--- config.mk ---
export PLATFORM = sky130hd
export DESIGN_NAME = hazard_fwd_ctrl
export DESIGN_NICKNAME = d
export VERILOG_FILES = /design/src/rtl/hazard_pkg.sv /design/src/rtl/src_match.sv /design/src/rtl/hazard_fwd_ctrl.sv
export SDC_FILE = /design/constraint.sdc
export NUM_CORES = 1
export LEC_CHECK = 0
export ABC_AREA = 1
export ABC_CLOCK_PERIOD_IN_PS = 1300
export BUFFER_PORTS_ARGS = -buffer_cell sky130_fd_sc_hd__clkbuf_2
export CAP_MARGIN = 20
export CORE_AREA = 2 2 64 66
export CTS_BUF_LIST = sky130_fd_sc_hd__clkbuf_2 sky130_fd_sc_hd__clkbuf_4 sky130_fd_sc_hd__clkbuf_8
export CTS_CLUSTER_SIZE = 8
export DETAILED_ROUTE_END_ITERATION = 8
export DIE_AREA = 0 0 66 68
export PLACE_DENSITY = 0.53
export REMOVE_ABC_BUFFERS = 1
export SETUP_SLACK_MARGIN = 0.05
export SLEW_MARGIN = 10
export SYNTH_ARGS = -nofsm -noshare
export SYNTH_HDL_FRONTEND = slang
export SYNTH_SLANG_ARGS = --single-unit
--- constraint.sdc ---
create_clock -name clk -period 1.3 [get_ports clk]
set_clock_uncertainty 0.2 [all_clocks]
set_input_delay 0.26 -clock clk [delete_from_list [all_inputs] [get_ports clk]]
set_output_delay 0.26 -clock clk [all_outputs]
set_load 0.005 [all_outputs]
--- src/rtl/hazard_pkg.sv ---
// Shared types for the hazard/forwarding controller: forwarding selects, shadow stage records.
package hazard_pkg;

  localparam int unsigned ZR_IDX_DEFAULT = 31;
  // Records store rd zero-extended to this width so the struct stays fixed-size.
  localparam int unsigned REG_W_MAX = 8;

  typedef enum logic [1:0] {
    FWD_RF    = 2'b00,
    FWD_EXMEM = 2'b01,
    FWD_MEMWB = 2'b10
  } fwd_sel_t;

  typedef struct packed {
    logic                 valid;
    logic [REG_W_MAX-1:0] rd;
    logic                 wr;
    logic                 load;
    logic                 set_flags;
  } stage_rec_t;

  localparam stage_rec_t BUBBLE = '0;

endpackage

--- src/rtl/src_match.sv ---
// Matches one ID source operand against the EX and MEM shadow records and picks the newest producer.
module src_match
  import hazard_pkg::*;
#(
  parameter int unsigned REG_W  = 5,
  parameter int unsigned ZR_IDX = ZR_IDX_DEFAULT
) (
  input  logic             i_use,
  input  logic [REG_W-1:0] i_idx,
  input  stage_rec_t       i_exr,
  input  stage_rec_t       i_memr,
  output fwd_sel_t         o_sel,
  output logic             o_ex_hit
);

  logic [REG_W_MAX-1:0] w_idx_ext;
  logic                 w_live;
  logic                 w_mem_hit;
  logic                 w_unused;

  assign w_idx_ext = REG_W_MAX'(i_idx);
  // XZR reads as zero, so it never takes a forwarded value.
  assign w_live    = i_use && (i_idx != REG_W'(ZR_IDX));
  assign o_ex_hit  = w_live && i_exr.valid && i_exr.wr && (i_exr.rd == w_idx_ext);
  assign w_mem_hit = w_live && i_memr.valid && i_memr.wr && (i_memr.rd == w_idx_ext);
  assign w_unused  = ^{i_exr.load, i_exr.set_flags, i_memr.load, i_memr.set_flags};

  always_comb begin
    o_sel = FWD_RF;
    if (o_ex_hit) begin
      o_sel = FWD_EXMEM;
    end else if (w_mem_hit) begin
      o_sel = FWD_MEMWB;
    end
  end

endmodule

--- src/rtl/hazard_fwd_ctrl.sv ---
// Hazard/forwarding controller for the 5-stage pipeline: load-use stall, operand and flag selects.
// Optional performance counters are built when HAZARD_PERF_EN is defined.
module hazard_fwd_ctrl
  import hazard_pkg::*;
#(
  parameter int unsigned REG_W  = 5,
  parameter int unsigned ZR_IDX = ZR_IDX_DEFAULT,
  parameter int unsigned CNT_W  = 32
) (
  input  logic             clk,
  input  logic             reset_n,
  input  logic             id_valid,
  input  logic [REG_W-1:0] id_rn,
  input  logic [REG_W-1:0] id_rm,
  input  logic             id_use_a,
  input  logic             id_use_b,
  input  logic [REG_W-1:0] id_rd,
  input  logic             id_wr,
  input  logic             id_load,
  input  logic             id_set_flags,
  input  logic             id_use_flags,
  input  logic             ex_flush,
  output logic             stall,
  output logic [1:0]       fwd_a,
  output logic [1:0]       fwd_b,
  output logic             fwd_flags
`ifdef HAZARD_PERF_EN
  ,
  output logic [CNT_W-1:0] stall_cnt,
  output logic [CNT_W-1:0] flush_cnt
`endif
);

  stage_rec_t r_exr, r_memr;
  stage_rec_t w_id_rec;
  fwd_sel_t   r_fwd_a, r_fwd_b;
  logic       r_fwd_flags;
  fwd_sel_t   w_sel_a, w_sel_b;
  logic       w_a_ex_hit, w_b_ex_hit;
  logic       w_use_a, w_use_b;
  logic       w_stall, w_flags, w_squash;

  // A non-valid ID slot must never request forwarding or a stall.
  assign w_use_a = id_valid & id_use_a;
  assign w_use_b = id_valid & id_use_b;

  src_match #(
    .REG_W  (REG_W),
    .ZR_IDX (ZR_IDX)
  ) u_src_a (
    .i_use    (w_use_a),
    .i_idx    (id_rn),
    .i_exr    (r_exr),
    .i_memr   (r_memr),
    .o_sel    (w_sel_a),
    .o_ex_hit (w_a_ex_hit)
  );

  src_match #(
    .REG_W  (REG_W),
    .ZR_IDX (ZR_IDX)
  ) u_src_b (
    .i_use    (w_use_b),
    .i_idx    (id_rm),
    .i_exr    (r_exr),
    .i_memr   (r_memr),
    .o_sel    (w_sel_b),
    .o_ex_hit (w_b_ex_hit)
  );

  // A flush squashes the ID instruction, so it cannot also stall.
  assign w_stall  = id_valid & r_exr.load & (w_a_ex_hit | w_b_ex_hit) & ~ex_flush;
  assign w_flags  = id_valid & id_use_flags & r_exr.set_flags;
  assign w_squash = w_stall | ex_flush;

  assign w_id_rec = '{valid:     id_valid,
                      rd:        REG_W_MAX'(id_rd),
                      wr:        id_wr,
                      load:      id_load,
                      set_flags: id_set_flags};

  always_ff @(posedge clk or negedge reset_n) begin
    if (!reset_n) begin
      r_exr       <= BUBBLE;
      r_memr      <= BUBBLE;
      r_fwd_a     <= FWD_RF;
      r_fwd_b     <= FWD_RF;
      r_fwd_flags <= 1'b0;
    end else begin
      r_memr <= r_exr;
      if (w_squash) begin
        r_exr       <= BUBBLE;
        r_fwd_a     <= FWD_RF;
        r_fwd_b     <= FWD_RF;
        r_fwd_flags <= 1'b0;
      end else begin
        r_exr       <= w_id_rec;
        r_fwd_a     <= w_sel_a;
        r_fwd_b     <= w_sel_b;
        r_fwd_flags <= w_flags;
      end
    end
  end

  assign stall     = w_stall;
  assign fwd_a     = r_fwd_a;
  assign fwd_b     = r_fwd_b;
  assign fwd_flags = r_fwd_flags;

`ifdef HAZARD_PERF_EN
  logic [CNT_W-1:0] r_stall_cnt, r_flush_cnt;

  always_ff @(posedge clk or negedge reset_n) begin
    if (!reset_n) begin
      r_stall_cnt <= '0;
      r_flush_cnt <= '0;
    end else begin
      if (w_stall && (r_stall_cnt != '1)) begin
        r_stall_cnt <= r_stall_cnt + 1'b1;
      end
      if (ex_flush && (r_flush_cnt != '1)) begin
        r_flush_cnt <= r_flush_cnt + 1'b1;
      end
    end
  end

  assign stall_cnt = r_stall_cnt;
  assign flush_cnt = r_flush_cnt;
`else
  localparam int unsigned unused_cnt_w = CNT_W;
`endif

endmodule

==> impl_metrics.tcl <==
set metrics [dict create \
    ys_seq_area_frac 0.476 \
    path_cells "inv_1 -> nand2_1 -> nand2_2 -> nor3_4 -> nand3_2 -> nand2_2 -> nand2_2 -> nor2_1 -> buf_2" \
    cts_tree "done" \
    grt_remaining_overflow 0 \
    wl_met1_mm 1.25 \
    dieArea_um2 4490 \
    max_cap_violations 0 \
    crit_arrival_ps 1490 \
    synthCells 150 \
    post-route-util 0.437 \
    final_layout_size_suffix_gt1_frac 0.380 \
    die_y_um 68 \
    synthTopCellsByArea "dfrtp_1 48%, nand2_1 14%, inv_1 11%" \
    antenna_cells 0 \
    nFillCells 401 \
    cts_max_level 1 \
    area_growth_pct 52.8 \
    clk_path_buf_depth 2 \
    port_buffers 30 \
    antenna_found_initial 0 \
    status "finished, violations left" \
    critPathRequiredTime_ps 840 \
    initial_core_util 0.286 \
    dr.max_layer_used "met4" \
    wl_met3_um 134 \
    drc_errors 0 \
    final_common_cell "nand2_1" \
    grt_pass1_vias 1017 \
    crit_buf_inv 2 \
    finalWeightedCongestion 0.823 \
    yosysWarnings 0 \
    core_area_um2 3860 \
    rsz0062_at_grt "true" \
    worstMarginPinSlew_ps 391 \
    grt_pass1_wl_mm 4.62 \
    routed_wl_mm 2.86 \
    dr.first_iter.drc_count 47 \
    ys_types 20 \
    synth_top_cell_area_share 0.476 \
    violations "setup timing" \
    syn_area_um2 1100 \
    grt_start_max_net_pins 22 \
    firstDrtPassIters 4 \
    relSlewSlack 0.739 \
    tns_ps -6410 \
    cellPowerDensity_nw_per_um2 831 \
    setup_viol 15 \
    vias_per_cell 4.24 \
    cp-end-kind "output pin" \
    critical-path-max-stage-delay_ps 390 \
    cts-root-buf "clkbuf_8" \
    slew_viol_final 0 \
    final_cell_mix "37 x nand2_1, 31 x inv_1, 29 x clkbuf_2, 21 x dfrtp_1, 19 x buf_4" \
    synth_top_cell_by_area "dfrtp_1" \
    place_ws_ps -354 \
    critPathTopFamily "simple AND/OR/NAND/NOR gates" \
    routedWlPerCell_um 10.9 \
    die_x_um 66 \
    finalCritPeriodShare 1.50 \
    hold_ws_ps 36.1 \
    hold_violations 0 \
    worstSetupPathType "flop to output pin" \
    fin_ws_ps -652 \
    io_pins 31 \
    critPathMostFrequentCell "nand2_2" \
    p_leak_nw 0.933 \
    nets 239 \
    period_needed_ps 1950 \
    final-instance-count-excl-fill 263 \
    row_count 23 \
    vdd_drop_max_mv 0.405 \
    clock_sinks 21 \
    drtAntennaViolNets 0 \
    dr_wl_met2_mm 1.44 \
    startpoint_type "flop" \
    place.detailed.hpwl_mm 2.05 \
    syn_avg_cell_area_um2 7.36 \
    dp.cells 245 \
    ys_ff_latch 21 \
    track_usage 0.139 \
    fmax_mhz 512 \
    vias 1115 \
    worstPathMaxFanout 4 \
    hold_path.class "input pin to flop" \
    cts.clk_slew.worst_paths_ps 80 \
    cts_made_buffers 3 \
    cp_slowest_cell "dfrtp_1" \
    clk_latency_ps 260 \
]
-- stage by stage --
stage	power [mW]	cell area, um^2
floorplan	0.800	1090
global placement	0.925	1430
detailed placement	0.923	1430
CTS	1.39	1630
global route	1.48	1690
finish	1.40	1690
-- final timing paths --
| path | startpoint | depth (start not counted) | endpoint | slack (ps) |
|---|---|---|---|---|
| max | r_exr[5] | 9 | stall | -650 |
| min | id_use_flags | 3 | fwd_flags | 40 |
| max reg2reg | r_exr[5] | 11 | fwd_b[1] | -450 |
| min reg2reg | r_exr[2] | 0 | r_memr[2] | 180 |
| min in group asynchronous | reset_n | 3 | fwd_b[1] | 290 |
| max in group asynchronous | reset_n | 3 | fwd_b[0] | 390 |
-- flip-flops by register name, summed over array words and instances (netlist names) --
register	flops
fwd_flags	1
fwd_a	2
r_exr	9
fwd_b	2
r_memr	7
-- cell families (layout without fill, tap and decap cells) --
kind of cell,after synthesis,after routing,share of synthesized area
AND/OR/NAND/NOR,85,86,0.333
flip-flops,21,21,0.476
buffers and inverters,33,95,0.119
XOR/XNOR,4,4,0.0318
AO/OA/AOI/OAI,7,7,0.0397
-- worst min-delay path, delay by kind of cell --
family,cells,cell delay [ps]
simple gates,2,130
buf+inv,1,80
-- layout make-up --
class / instances / area, um^2 / share of cell area
well taps: 50 / 62.6 / 0.0371
clock inverters: 1 / 5.00 / 0.00297
inverters: 32 / 120 / 0.0712
clock buffers: 3 / 41.3 / 0.0245
repair buffers: 59 / 398 / 0.236
multi-input cells: 97 / 534 / 0.317
flip-flops and latches: 21 / 526 / 0.312
-- cells in the mapped netlist (all sizes together) --
| library cell | count |
|---|---|
| a21oi | 4 |
| and3 | 1 |
| buf | 1 |
| dfrtp | 21 |
| inv | 32 |
| nand2 | 42 |
| nand3 | 10 |
| nand3b | 1 |
| nand4 | 2 |
| nor2 | 25 |
| nor3 | 2 |
| o2111ai | 1 |
| o211ai | 2 |
| or2 | 2 |
| xnor2 | 3 |
| xor2 | 1 |
-- power breakdown --
part | internal (mW) | switching, mW | leakage (nW)
combinational | 0.127 | 0.137 | 0.632
sequential | 0.678 | 0.0181 | 0.276
clock | 0.214 | 0.228 | 0.0255
-- routing by layer --
metal	vias to the layer above	GRT usage
li1	576	-
met2	24	0.226
met3	5	0.0313
met5	-	0
met4	0	0.0587
met1	510	0.180
-- repair_timing --
item                                   4_1_cts  5_1_grt
endpoints found under the hold margin       29        0
gates cloned                                 1        0
hold buffers                                 9        0
pin swaps                                    1        6
setup endpoints to repair                   15       15
buffers inserted                             2        3
resized for setup                           11       17
Note: power is estimated with default switching activity, not from simulation.
